### src/rtl/alu_seq_pkg.sv
// alu_seq_pkg
//   Shared types and constants for the ALU sequencer: instruction field
//   positions, datapath widths, the opcode enum and the controller state enum.
//   No ports (package).
package alu_seq_pkg;

    localparam int OP_WIDTH    = 3;
    localparam int PC_WIDTH    = 8;
    localparam int INSTR_WIDTH = 9;

    // Instruction layout: op [8:6], ra [5:3], rb [2:0]
    localparam int OP_MSB = 8;
    localparam int RA_LSB = 3;
    localparam int RB_LSB = 0;

    typedef enum logic [2:0] {
        OP_AND  = 3'd0,
        OP_OR   = 3'd1,
        OP_ADD  = 3'd2,
        OP_SRL  = 3'd3,
        OP_SRA  = 3'd4,
        OP_BEQ  = 3'd5,
        OP_MEM  = 3'd6,
        OP_HALT = 3'd7
    } opcode_t;

    typedef enum logic [2:0] {
        S_IDLE   = 3'd0,
        S_FETCH  = 3'd1,
        S_DECODE = 3'd2,
        S_EXEC   = 3'd3,
        S_MEM    = 3'd4,
        S_WB     = 3'd5,
        S_HALT   = 3'd6
    } state_t;

endpackage

### src/rtl/alu_sequencer_instr_decode.sv
// instr_decode
//   Purely combinational split of the instruction register into its fields
//   and the class flags the sequencer branches on.
// Ports:
//   ir            in  instruction register
//   op            out opcode field
//   ra, rb        out register address fields
//   is_alu        out ops 0..4 (register writeback)
//   is_branch     out BEQ
//   is_mem        out load/store
//   is_store      out MEM with rb[2] set
//   is_halt       out HALT
//   writes_carry  out ADD/SRL/SRA (ops that produce a carry-out)
module instr_decode
    import alu_seq_pkg::*;
(
    input  logic [INSTR_WIDTH-1:0] ir,
    output logic [OP_WIDTH-1:0]    op,
    output logic [2:0]             ra,
    output logic [2:0]             rb,
    output logic                   is_alu,
    output logic                   is_branch,
    output logic                   is_mem,
    output logic                   is_store,
    output logic                   is_halt,
    output logic                   writes_carry
);

    opcode_t opc;

    assign opc          = opcode_t'(ir[OP_MSB -: OP_WIDTH]);
    assign op           = opc;
    assign ra           = ir[RA_LSB +: 3];
    assign rb           = ir[RB_LSB +: 3];
    assign is_alu       = opc inside {OP_AND, OP_OR, OP_ADD, OP_SRL, OP_SRA};
    assign is_branch    = (opc == OP_BEQ);
    assign is_mem       = (opc == OP_MEM);
    // rb[1:0] carry no meaning for memory ops; only rb[2] selects direction
    assign is_store     = is_mem && rb[2];
    assign is_halt      = (opc == OP_HALT);
    assign writes_carry = opc inside {OP_ADD, OP_SRL, OP_SRA};

endmodule

### src/rtl/alu_sequencer.sv
// alu_sequencer
//   Multi-cycle fetch/decode/execute controller for the 8-bit ALU.
//   Fetches over a req/valid handshake, issues ALU opcode and register read
//   addresses, sequences register/carry/data-memory writeback and steps the PC.
//   Optional feature macro: ALU_SEQ_CARRY_WB_EN (carry write strobe in WB for
//   ADD/SRL/SRA; when undefined car_we stays 0).
// Ports:
//   clk, reset (async, active-high), start (level, honoured in IDLE/HALT)
//   imem_req/imem_addr out, imem_valid/imem_instr in  : instruction fetch
//   alu_op, ra_addr, rb_addr out; alu_zero, alu_jump in : ALU interface
//   rf_we, car_we out                                  : writeback strobes
//   dmem_req, dmem_we out; dmem_ack in                 : data memory
//   pc, halted out                                     : architectural status
//   zero_q out                                         : alu_zero captured in WB (debug)
module alu_sequencer
    import alu_seq_pkg::*;
(
    input  logic                   clk,
    input  logic                   reset,
    input  logic                   start,
    output logic                   imem_req,
    output logic [PC_WIDTH-1:0]    imem_addr,
    input  logic                   imem_valid,
    input  logic [INSTR_WIDTH-1:0] imem_instr,
    output logic [OP_WIDTH-1:0]    alu_op,
    output logic [2:0]             ra_addr,
    output logic [2:0]             rb_addr,
    input  logic                   alu_zero,
    input  logic                   alu_jump,
    output logic                   rf_we,
    output logic                   car_we,
    output logic                   dmem_req,
    output logic                   dmem_we,
    input  logic                   dmem_ack,
    output logic [PC_WIDTH-1:0]    pc,
    output logic                   halted,
    output logic                   zero_q
);

    localparam logic [PC_WIDTH-1:0] PC_ONE = PC_WIDTH'(1);
    localparam logic [PC_WIDTH-1:0] PC_TWO = PC_WIDTH'(2);

    state_t                 state_q, state_d;
    logic [PC_WIDTH-1:0]    pc_q, pc_d;
    logic [INSTR_WIDTH-1:0] ir_q, ir_d;
    logic                   carry_d;

    logic [OP_WIDTH-1:0]    dec_op;
    logic                   dec_alu, dec_branch, dec_mem, dec_store, dec_halt, dec_carry;

    instr_decode u_decode (
        .ir           (ir_q),
        .op           (dec_op),
        .ra           (ra_addr),
        .rb           (rb_addr),
        .is_alu       (dec_alu),
        .is_branch    (dec_branch),
        .is_mem       (dec_mem),
        .is_store     (dec_store),
        .is_halt      (dec_halt),
        .writes_carry (dec_carry)
    );

    // The register addresses are bit slices of IR, so they are register outputs
    // that appear in DECODE and hold until the next fetch is accepted.
    assign imem_addr = pc_q;
    assign pc        = pc_q;

    always_comb begin
        state_d = state_q;
        pc_d    = pc_q;
        ir_d    = ir_q;
        unique case (state_q)
            S_IDLE: begin
                if (start) state_d = S_FETCH;
            end
            S_FETCH: begin
                if (imem_valid) begin
                    ir_d    = imem_instr;
                    state_d = S_DECODE;
                end
            end
            S_DECODE: begin
                state_d = dec_halt ? S_HALT : S_EXEC;
            end
            S_EXEC: begin
                if (dec_branch) begin
                    state_d = S_FETCH;
                    pc_d    = pc_q + (alu_jump ? PC_TWO : PC_ONE);
                end else if (dec_mem) begin
                    state_d = S_MEM;
                end else if (dec_alu) begin
                    state_d = S_WB;
                end else begin
                    state_d = S_FETCH;
                end
            end
            S_MEM: begin
                if (dmem_ack) begin
                    if (dec_store) begin
                        state_d = S_FETCH;
                        pc_d    = pc_q + PC_ONE;
                    end else begin
                        state_d = S_WB;
                    end
                end
            end
            S_WB: begin
                state_d = S_FETCH;
                pc_d    = pc_q + PC_ONE;
            end
            S_HALT: begin
                if (start) begin
                    state_d = S_FETCH;
                    pc_d    = '0;
                end
            end
            default: state_d = S_IDLE;
        endcase
    end

`ifdef ALU_SEQ_CARRY_WB_EN
    assign carry_d = (state_d == S_WB) && dec_carry;
`else
    logic carry_unused;
    assign carry_unused = dec_carry;
    assign carry_d      = 1'b0;
`endif

    always_ff @(posedge clk or posedge reset) begin
        if (reset) begin
            state_q <= S_IDLE;
            pc_q    <= '0;
            ir_q    <= '0;
        end else begin
            state_q <= state_d;
            pc_q    <= pc_d;
            ir_q    <= ir_d;
        end
    end

    // Outputs are registered from the next state so each strobe is high for
    // exactly the cycles the FSM spends in the matching state.
    always_ff @(posedge clk or posedge reset) begin
        if (reset) begin
            imem_req <= 1'b0;
            dmem_req <= 1'b0;
            dmem_we  <= 1'b0;
            rf_we    <= 1'b0;
            car_we   <= 1'b0;
            halted   <= 1'b0;
            alu_op   <= '0;
            zero_q   <= 1'b0;
        end else begin
            imem_req <= (state_d == S_FETCH);
            dmem_req <= (state_d == S_MEM);
            dmem_we  <= (state_d == S_MEM) && dec_store;
            rf_we    <= (state_d == S_WB);
            car_we   <= carry_d;
            halted   <= (state_d == S_HALT);
            alu_op   <= (state_d inside {S_EXEC, S_MEM, S_WB}) ? dec_op : '0;
            if (state_q == S_WB) zero_q <= alu_zero;
        end
    end

endmodule

### config.mk
export PLATFORM = sky130hd
export DESIGN_NAME = alu_sequencer
export DESIGN_NICKNAME = d
export VERILOG_FILES = /design/src/rtl/alu_seq_pkg.sv /design/src/rtl/alu_sequencer_instr_decode.sv /design/src/rtl/alu_sequencer.sv
export SDC_FILE = /design/constraint.sdc
export NUM_CORES = 1
export LEC_CHECK = 0
export ABC_AREA = 1
export BUFFER_PORTS_ARGS = -buffer_cell sky130_fd_sc_hd__buf_2
export CORE_MARGIN = 2
export CORE_UTILIZATION = 52
export DETAILED_ROUTE_END_ITERATION = 6
export PLACE_DENSITY = 0.88
export SLEW_MARGIN = 20
export SYNTH_ARGS = -nofsm -noshare
export SYNTH_HDL_FRONTEND = slang
export SYNTH_HIERARCHICAL = 1
export SYNTH_SLANG_ARGS = --single-unit
### constraint.sdc
create_clock -name clk -period 2.2 [get_ports clk]
set_input_delay 0.11 -clock clk [delete_from_list [all_inputs] [get_ports clk]]
set_output_delay 0.11 -clock clk [all_outputs]
set_load 0.05 [all_outputs]
# After elaboration in Yosys (flattened, before gate mapping)
# Cells that the tools add are included.
dict set report word_totals {
  latchBits 0
  regBits 29
  rom_bits 0
  in_bits 16
  mem_bits_rw 0
  mem_count 0
}
dict set report op_classes {
  mux 16
  eq_ne 22
  n_bitwise 0
  magnitude_cmp 0
  n_reduce_logical 10
  div_mod_pow 0
  n_mul 0
  shift 0
  n_addsub 2
}
# op count
set ops {}
lappend ops {{8-bit two-way mux} 4}
lappend ops {{8-bit case mux with 4 select lines} 1}
lappend ops {{3-bit == test (second input constant)} 10}
lappend ops {{3-bit two-way mux} 9}
lappend ops {{3-bit case mux with 6 select lines} 1}
lappend ops {{3-bit by 2-bit == test with 1-bit output (second input constant)} 5}
lappend ops {{3-bit by 1-bit == test with 1-bit output (second input constant)} 3}
lappend ops {{8-bit by 1-bit adder with 8-bit output (second input constant)} 1}
lappend ops {{8-bit by 2-bit adder with 8-bit output} 1}
lappend ops {{2-bit != test (second input constant)} 4}
lappend ops {{3-bit zero test} 2}
lappend ops {{5-bit AND reduction} 1}
lappend ops {{5-bit nonzero test} 1}
lappend ops {{4-bit nonzero test} 1}
lappend ops {{3-bit nonzero test} 1}
lappend ops {{1-bit logical AND} 2}
lappend ops {{2-bit two-way mux} 1}
lappend ops {{2-bit AND reduction} 1}
lappend ops {{2-bit OR reduction} 1}

# Longest topological paths before layout
# Gate-level depths: netlist of the first run.
dict set report logic_depth {
  ltp_word 9
  depth_mapped 12
}

# Modules after synthesis
# Netlist of the first run, hierarchy kept.
# module cells_per_inst area_per_inst_um2 instances
set by_module_without_submodules {}
lappend by_module_without_submodules {alu_sequencer 203 1575.3 1}
lappend by_module_without_submodules {instr_decode 24 133.9 1}

# Worst setup path after synthesis of the first run
# Ideal clock, no wire load.
dict set report synth_timing {
  path_type {flip-flop to flip-flop}
  start {reg state_q[1]}
  end {reg pc_q[4], in the netlist imem_addr[4]}
  t_arrival_ps 1720
  path_buffers 0
  slack_ps 362
  stages_incl_launch_ff 11
  required_ps 2082
  path_cell_list {dfrtp_1 inv_1 nand2_1 nand2_1 ha_1 fa_1 nand2_1 xor2_1 nor2_1 nand2_1 nand2_1}
}
dict set report synth_via {
  elab_chain_cells 3
  elab_cells_between_ends 11
  classes_between {8 x eq/ne; 1 x mux; 2 x reduce/logical}
}
# item line
set synth_rtl {}
lappend synth_rtl {{from (decl)} alu_sequencer.sv:43} ;# state_t state_q, state_d;
lappend synth_rtl {{from (signal assigned)} alu_sequencer.sv:136} ;# state_q <= state_d;
lappend synth_rtl {{3-bit == test / 3-bit by 2-bit == test with 1-bit output (equally long branches)} alu_sequencer.sv:73} ;# unique case (state_q)
lappend synth_rtl {{4-bit nonzero test (no line) / 2-bit != test (equally long branches)} -}
lappend synth_rtl {{5-bit AND reduction (no line)} -}
lappend synth_rtl {{to (signal assigned)} alu_sequencer.sv:137} ;# pc_q <= pc_d;
lappend synth_rtl {{to (decl)} alu_sequencer.sv:44} ;# logic [PC_WIDTH-1:0] pc_q, pc_d;
# Parallel ways exist; a longest one is shown, timed or not.
# A chain may end at the register's enable or synchronous reset.

# Final worst setup path of the first run
# Ends and elaborated chain as after synthesis.

==> out/results.txt, run 1 <==
CTS tree: built
Die Y: 61.1 um
CTS H-tree depth: 2
Crit path cell chain: inv_1 -> nand2_1 -> nand2_1 -> ha_1 -> fa_1 -> nand2_1 -> xor2_1 -> nor2_1 -> nand2_1 -> nand2_1
Clk_lat worst skew: 0.34 ns
Worst r2r src: state_q[1]
Top Family by Delay on Critical Path: adder cells
Hold Path Stages: 4
Row count: 20
FF-to-FF End: imem_addr[4]
Critical Path RT: 2.43 ns
DRC Markers: 0
Drt pass-1 iters: 4
Final Slew Violations: 0
Port Buffers: 46
Pin count of the biggest net entering global routing: 30
Worst setup SP type: register
Hpwl dp: 2480 um
Max Buffers Root-to-Sink: 2
Num ports: 48
Cell mode on critical path: nand2_1
Die area: 0.00374 mm2
Placer Congestion: 0.852
CORE AREA: 0.00308 mm2
Hold Crit Class: input port to register
Fmax: 0.511 GHz
PD cells: 1520 mW/mm2
Synth Area per Inst: 7.58 um2
Leakage: 1.19 nW
Setup TNS: 0 ns
Reg2reg path depth: 10
Layout area overhead: 18.9%
Nets: 288
# diodes: 0
Clock skew: 0.0149 ns
Clock transition at path regs: 0.09 ns
Crit path depth: 10
Starting Density: 0.552
Vias in the first global route: 1415
Max VDD drop: 828 uV
Ys Warns: 6
Hold EP: state_q[1]
Critical-path top delay cell: dfrtp_2
Worst Slack Setup Final: 0.245 ns
Detail Route Antenna Nets: 0
Total CTS buffers: 5
Hold Crit Start: start
Vias/cell: 4.86
Initial antenna violation count: 0
Grt ovf: 0
Gr usage total: 0.224
Status: finished clean
Finished Core Util: 0.656
DR iter-0 viols: 142
Post-Synthesis Cells: 224
Die width: 61.1 um
CP Class: register to register
Synth Cell Area: 0.00170 mm2
Final Hold Viols: 0
Syn Nets: 243
CP max stage delay: 0.46 ns
Max cap viols: 0
Post-place setup slack: 0.146 ns
CP max FO: 7
DRT Wirelength: 3680 um
Layout cell share with drive strength beyond 1: 0.289
CTS sink cnt: 29
Root buf cell: clkbuf_4
Final worst path period need: 1.96 ns
Vias: 1526
RSZ-0062 raised after global routing: false
First-pass GRT wire length: 5990 um
Period utilization: 0.889
R2R Setup Slk: 0.24 ns
Worst path bufs/invs: 1
Drt wl/cell: 11.7 um
Setup violations, final: 0
Crit end category: register
Critical path data arrival time: 2.18 ns
Post-CTS Setup Bufs: 0
-- area by class of cell --
| class | count | area [um2] |
|---|---|---|
| Timing Repair Buffer | 60 | 363 |
| Fill cell | 285 | 1060 |
| Clock buffer | 6 | 51.3 |
| Tap cell | 44 | 55.1 |
| Clock inverter | 2 | 13.8 |
| Sequential cell | 29 | 727 |
| Multi-Input combinational cell | 143 | 697 |
| Inverter | 30 | 113 |
-- worst max-delay path by stage --
stage / end / start
final: imem_addr[4] / state_q[1]
after global routing: imem_addr[4] / state_q[1]
after CTS: imem_addr[4] / state_q[1]
after detailed placement: imem_addr[4] / state_q[1]
after global placement: imem_addr[4] / state_q[1]
after floorplan: imem_addr[4] / state_q[1]
-- power by group --
group | switching [mW] | internal (mW)
sequential | 0.187 | 0.734
clock | 0.192 | 0.155
combinational | 1.34 | 0.458
-- metal layers --
metal	vias up	track usage	share of wire
met2	71	0.401	0.51
met1	689	0.237	0.39
met5	-	0	0
li1	750	-	-
met3	16	0.0714	0.073
met4	0	0.109	0.032
-- metrics by stage --
step / instances / total power [mW] / cell area, um2 / hold slack [ns]
floorplan: 224 / 2.49 / 1700 / 0.188
global placement: 295 / 2.64 / 1840 / 0.192
detailed placement: 295 / 2.69 / 1840 / 0.196
CTS: 314 / 3.06 / 2020 / 0.148
global route: 314 / 3.30 / 2020 / 0.182
finish: 314 / 3.06 / 2020 / 0.174
-- state kept, by name, summed over array words and instances (netlist names) --
signal     count
dmem_req       1
rf_we          1
halted         1
dmem_we        1
zero_q         1
ir_q           9
state_q        3
imem_req       1
imem_addr      8
alu_op         3
-- worst register-to-register path, stage by stage, from the launching register on --
cell	delay, ns
dfrtp_2	0.46
inv_1	0.11
nand2_1	0.09
nand2_1	0.07
ha_1	0.22
fa_1	0.45
nand2_1	0.13
xor2_1	0.17
nor2_1	0.06
nand2_1	0.05
nand2_1	0.04
-- placed cells by master (no fill, tap or decap) --
cell type	count
o21ai_2	2
nor2_2	4
o21ai_1	1
clkinv_2	1
conb_1	1
ha_1	2
fa_1	1
o21ai_0	2
xor2_1	1
clkinv_4	1
xnor2_1	2
nand4_2	2
nand2_2	5
dfrtp_2	1
buf_2	46
nand3_4	1
nand2_1	82
dlygate4sd3_1	11
nand4_1	3
dfrtp_1	28
nand3_2	1
a21oi_1	2
nor2_1	17
clkbuf_4	5
buf_4	3
clkbuf_8	1
a21oi_2	1
nor3_1	1
inv_1	27
nand3_1	11
inv_2	3
mux2_2	1
-- timing repair --
item | CTS | global route
hold buffers | 11 | 0
endpoints found under the hold margin | 39 | 0
setup endpoints to repair | 0 | 1
resized for setup | 0 | 1
Power figures use the tool's default switching activity.
==> run 2: changes to the inputs <==
--- a/config.mk
+++ b/config.mk
@@ -7,6 +7,7 @@
 export LEC_CHECK = 0
 export ABC_AREA = 1
 export BUFFER_PORTS_ARGS = -buffer_cell sky130_fd_sc_hd__buf_2
+export CORE_ASPECT_RATIO = 0.75
 export CORE_MARGIN = 2
 export CORE_UTILIZATION = 52
 export DETAILED_ROUTE_END_ITERATION = 6
==> run 2 against run 1 <==
Compared with the run above: register-to-register slack gained 0.02 ns; combinational power about the same; clock skew fell by 0.0068 ns; clock power up 21%; first-iteration DRC count decreased by 67%; sequential power hardly changed; die area rose by 0.13%; core utilization is 1.6 points lower; critical endpoint unchanged; largest power group unchanged; highest routed layer unchanged.
==> out/results.txt, run 2 (synthesis results as in run 1) <==
Starting Density: 0.562
Worst r2r src: state_q[1]
Power share of the sequential group: 0.295
Worst Setup EP: imem_addr[4]
Leakage: 1.16 nW
Critical path data arrival time: 2.11 ns
Finished Core Util: 0.640
Num ports: 48
Max Buffers Root-to-Sink: 2
Die area: 0.00374 mm2
Die width: 70.0 um
R2R Setup Slk: 0.27 ns
CORE AREA: 0.00302 mm2
Hpwl dp: 2490 um
Cell mode on critical path: nand2_1
Row count: 17
Number of flip-flops in the largest register: 9
Top Family by Delay on Critical Path: adder cells
Drt wl/cell: 11.1 um
Final worst path period need: 1.93 ns
Pin count of the biggest net entering global routing: 30
CP max stage delay: 0.45 ns
Clock Power Share: 0.135
Root buf cell: clkbuf_8
Critical-path top delay cell: dfrtp_2
Final Hold Viols: 0
CTS tree: built
Final Slew Violations: 0
Internal power: 1.40 mW
Crit path cell chain: inv_1 -> nand2_1 -> nand2_1 -> ha_1 -> fa_1 -> nand2_1 -> xor2_1 -> nor2_1 -> nand2_1 -> nand2_1
CTS sink cnt: 29
Initial antenna violation count: 0
DRT Wirelength: 3310 um
Clk_lat worst skew: 0.28 ns
Fmax: 0.517 GHz
RSZ-0062 raised after global routing: false
Layout cell share with drive strength beyond 1: 0.300
Worst path bufs/invs: 1
Clock skew: 0.00807 ns
Setup violations, final: 0
Gr usage total: 0.199
Drt pass-1 iters: 4
Detail Route Antenna Nets: 0
Worst setup SP type: register
Period utilization: 0.879
Layout area overhead: 13.9%
Grt ovf: 0
Total CTS buffers: 5
Sw frac: 0.549
Clock transition at path regs: 0.07 ns
Post-CTS Setup Bufs: 0
Status: finished clean
Comb power frac: 0.570
CTS H-tree depth: 2
Vias in the first global route: 1304
FF-to-FF End: imem_addr[4]
Reg with most FFs: ir_q
Critical Path RT: 2.38 ns
Max cap viols: 0
Vias/cell: 4.77
CP max FO: 7
Hold Crit Class: input port to register
Setup crit start: state_q[1]
Crit path depth: 10
Crit end category: register
Net Switching: 1.71 mW
Reg2reg path depth: 10
Die Y: 53.5 um
DR iter-0 viols: 47
DRC Markers: 0
CP Class: register to register
Nets: 278
PD cells: 1610 mW/mm2
Filler cells: 280
Max VDD drop: 945 uV
Setup TNS: 0 ns
Commonest non-fill, non-tap cell in the layout: nand2_1
# diodes: 0
Vias: 1421
First-pass GRT wire length: 5650 um
Port Buffers: 46
Placer Congestion: 0.906
Most frequent cells in the layout: nand2_1, buf_2, dfrtp_1, inv_1, nor2_1
[run 2: cell count changes in the layout (fill, tap and decap cells not counted), sizes merged]
cell | previous run | this run
clkbuf | 6 | 5
dlygate4sd3 | 11 | 1
clkinvlp | 0 | 1
[run 2: worst reg2reg max path: cells and delay by family (launching register included)]
family / cells / cell delay [ns]
adder cells (fa/ha/maj): 2 / 0.68
flip-flops: 1 / 0.45
AND/OR/NAND/NOR: 6 / 0.45
XOR/XNOR: 1 / 0.15
buffers and inverters: 1 / 0.11
[run 2: power by group through the flow]
stage | Sequential (mW) | Clock (mW) | Combinational (mW)
after floorplan | 1.20 | 0 | 1.29
after global placement | 0.913 | 0 | 1.73
after detailed placement | 0.923 | 0 | 1.76
after CTS | 0.916 | 0.427 | 1.78
after global routing | 0.947 | 0.454 | 1.94
final | 0.918 | 0.419 | 1.77
[run 2: cell type report]
class,count,area (um2),share of cell area
multi-input combinational,143,697,0.361
inverter,30,113,0.0583
clock buffer,5,68.8,0.0356
timing repair buffer,50,263,0.136
sequential,29,727,0.376
tap,38,47.5,0.0246
clock inverter,3,17.5,0.00906
[run 2: per-layer routing]
metal,share of wire,track usage,up-vias
li1,-,-,727
met2,0.46,0.314,42
met3,0.059,0.0495,4
met1,0.46,0.260,648
met4,0.013,0.0962,0
met5,0,0,-
[run 2: repair_timing]
action                                  4_1_cts  5_1_grt
endpoints found under the hold margin        29        0
endpoints found under the setup margin        0        1
gates resized for setup                       0        1
hold buffers                                  1        0
[run 2: worst min path at each step]
stage          depth (start not counted)     startpoint  slack [ns]   endpoint
2_1_floorplan                          1          reset        0.19  alu_op[0]
3_3_place_gp                           3          reset        0.19  alu_op[0]
3_5_place_dp                           3          reset        0.20  alu_op[1]
4_1_cts                                3  imem_instr[4]        0.02    ir_q[4]
5_1_grt                                3  imem_instr[1]        0.01    ir_q[1]
6_report                               3  imem_instr[4]        0.02    ir_q[4]
[run 2: per-stage QoR]
stage	hold slack [ns]	setup slack [ns]	std cells	power, mW	area (um2)
3_5_place_dp	0.196	0.213	289	2.68	1840
4_1_cts	0.0204	0.182	298	3.12	1930
6_report	0.0230	0.266	298	3.11	1930
2_1_floorplan	0.188	0.362	224	2.49	1700
3_3_place_gp	0.190	0.292	289	2.64	1840
5_1_grt	0.0144	0.102	298	3.34	1930
==> run 3: changes to the inputs <==
==> constraint.sdc (replaced) <==
create_clock -name clk -period 2.2 [get_ports clk]
set_input_delay 0.22 -clock clk [delete_from_list [all_inputs] [get_ports clk]]
set_output_delay 0.22 -clock clk [all_outputs]
set_load 0.05 [all_outputs]
==> run 3 against run 2 <==
Compared with the run above: the run now ends with negative hold slack left; combinational power is essentially flat; worst hold slack lost 0.032 ns; maximum frequency is the same; critical path depth is the same; register-to-register slack is essentially flat; core utilization shrank 0.33 points; clock skew is essentially flat; power is essentially flat; sequential share of layout area grew 0.20 points; die area is the same; final cell count shrank 0.34%.
==> out/results.txt, run 3 (synthesis results as in run 1) <==
Reg with most FFs: ir_q
DRC Markers: 0
Max Buffers Root-to-Sink: 2
Power share of the sequential group: 0.295
CP max FO: 7
Clock transition at path regs: 0.07 ns
Dpl cell area: 0.00184 mm2
Final Hold Viols: 25
Most frequent cells in the layout: nand2_1, buf_2, dfrtp_1, inv_1, nor2_1
PD cells: 1620 mW/mm2
Status: finished with violations
Pin count of the biggest net entering global routing: 30
Grt ovf: 0
R2R Setup Slk: 0.27 ns
Period utilization: 0.879
Initial antenna violation count: 0
Drt wl/cell: 11.1 um
Worst Slack Setup Final: 0.266 ns
Max cap viols: 0
Final Slew Violations: 0
Layout area overhead: 13.3%
Port Buffers: 46
# diodes: 0
Leakage: 1.15 nW
Placer Congestion: 0.906
Num ports: 48
Met2 usage: 0.314
CTS tree: built
Layer with the highest usage: met2
Worst r2r src: state_q[1]
Clock Power Share: 0.135
Internal power: 1.40 mW
CP Class: register to register
DR iter-0 viols: 58
Comb power frac: 0.570
Final instance area: 0.00192 mm2
Hold buffer count at CTS: 0
Clock skew: 0.00807 ns
Drt pass-1 iters: 4
Gr usage total: 0.199
Total CTS buffers: 5
Clk_lat worst skew: 0.28 ns
Starting Density: 0.562
Vias in the first global route: 1301
Violated checks: negative hold slack
Die Y: 53.5 um
Commonest non-fill, non-tap cell in the layout: nand2_1
Vias: 1417
CTS H-tree depth: 2
Reg2reg path depth: 10
GR met3 Demand/Resource: 0.0495
WHS: -0.00949 ns
DRT Wirelength: 3300 um
First-pass GRT wire length: 5640 um
RSZ-0062 raised after global routing: false
Row count: 17
Critical path data arrival time: 2.11 ns
Hold Crit Class: input port to async pin
Sw frac: 0.549
Net Switching: 1.71 mW
Number of flip-flops in the largest register: 9
CORE AREA: 0.00302 mm2
Multi-input logic area: 697 um2
FF-to-FF End: imem_addr[4]
Fmax: 0.517 GHz
Global Route met1 Usage: 0.259
Nets: 277
CTS sink cnt: 29
Die width: 70.0 um
Setup TNS: 0 ns
Filler cells: 281
Critical Path RT: 2.38 ns
Hpwl dp: 2490 um
Layout cell share with drive strength beyond 1: 0.301
Post-place setup slack: 0.213 ns
Root buf cell: clkbuf_8
Crit end category: register
Total power: 3.11 mW
Vias/cell: 4.77
Detail Route Antenna Nets: 0
Final worst path period need: 1.93 ns
Worst setup SP type: register
Die area: 0.00374 mm2
Post-CTS Setup Bufs: 0
Sequential Area: 727 um2
Max VDD drop: 945 uV
Setup violations, final: 0
run 3: cell types whose count changed in the layout (fill, tap and decap cells not counted), sizes merged:
cell / change
dlygate4sd3: -1
run 3: how the worst max path moves through the flow:
stage	start	to	slack, ns	depth (start not counted)
5_1_grt	state_q[1]	imem_addr[4]	0.10	10
3_3_place_gp	state_q[1]	imem_addr[4]	0.29	10
3_5_place_dp	state_q[1]	imem_addr[4]	0.21	10
4_1_cts	state_q[1]	imem_addr[4]	0.18	10
6_report	state_q[1]	imem_addr[4]	0.27	10
2_1_floorplan	state_q[1]	imem_addr[4]	0.36	10
run 3: layout make-up:
type	count	area share
sequential	29	0.378
multi-input combinational	143	0.362
timing repair buffer	49	0.131
inverter	30	0.0586
clock buffer	5	0.0358
tap	38	0.0247
clock inverter	3	0.00911
run 3: worst max-delay path, cell delays in order, from the launching register on:
cell and delay (ns):
dfrtp_2 0.45, inv_1 0.11, nand2_1 0.10, nand2_1 0.09, ha_1 0.23, fa_1 0.44
nand2_1 0.11, xor2_1 0.15, nor2_1 0.06, nand2_1 0.05, nand2_1 0.04
run 3: repair_timing:
action                     CTS  global route
setup endpoints to repair    0             1
resized for setup            0             1
hold endpoints to repair     0             0
run 3: metrics by stage:
stage,util,cells
after CTS,0.636,297
after detailed placement,0.608,289
after global routing,0.637,297
final,0.637,297
after global placement,0.608,289
after floorplan,-,224
run 3: per-layer routing:
metal	routed length [um]	vias up
met2	1530	42
met5	0	-
met4	43	0
li1	-	725
met1	1530	646
met3	195	4
run 3: power groups by stage:
stage | Clock [mW] | Sequential (mW) | Combinational [mW]
final | 0.419 | 0.918 | 1.77
after CTS | 0.427 | 0.916 | 1.78
after global routing | 0.454 | 0.947 | 1.94
after floorplan | 0 | 1.20 | 1.29
after global placement | 0 | 0.913 | 1.73
after detailed placement | 0 | 0.923 | 1.76
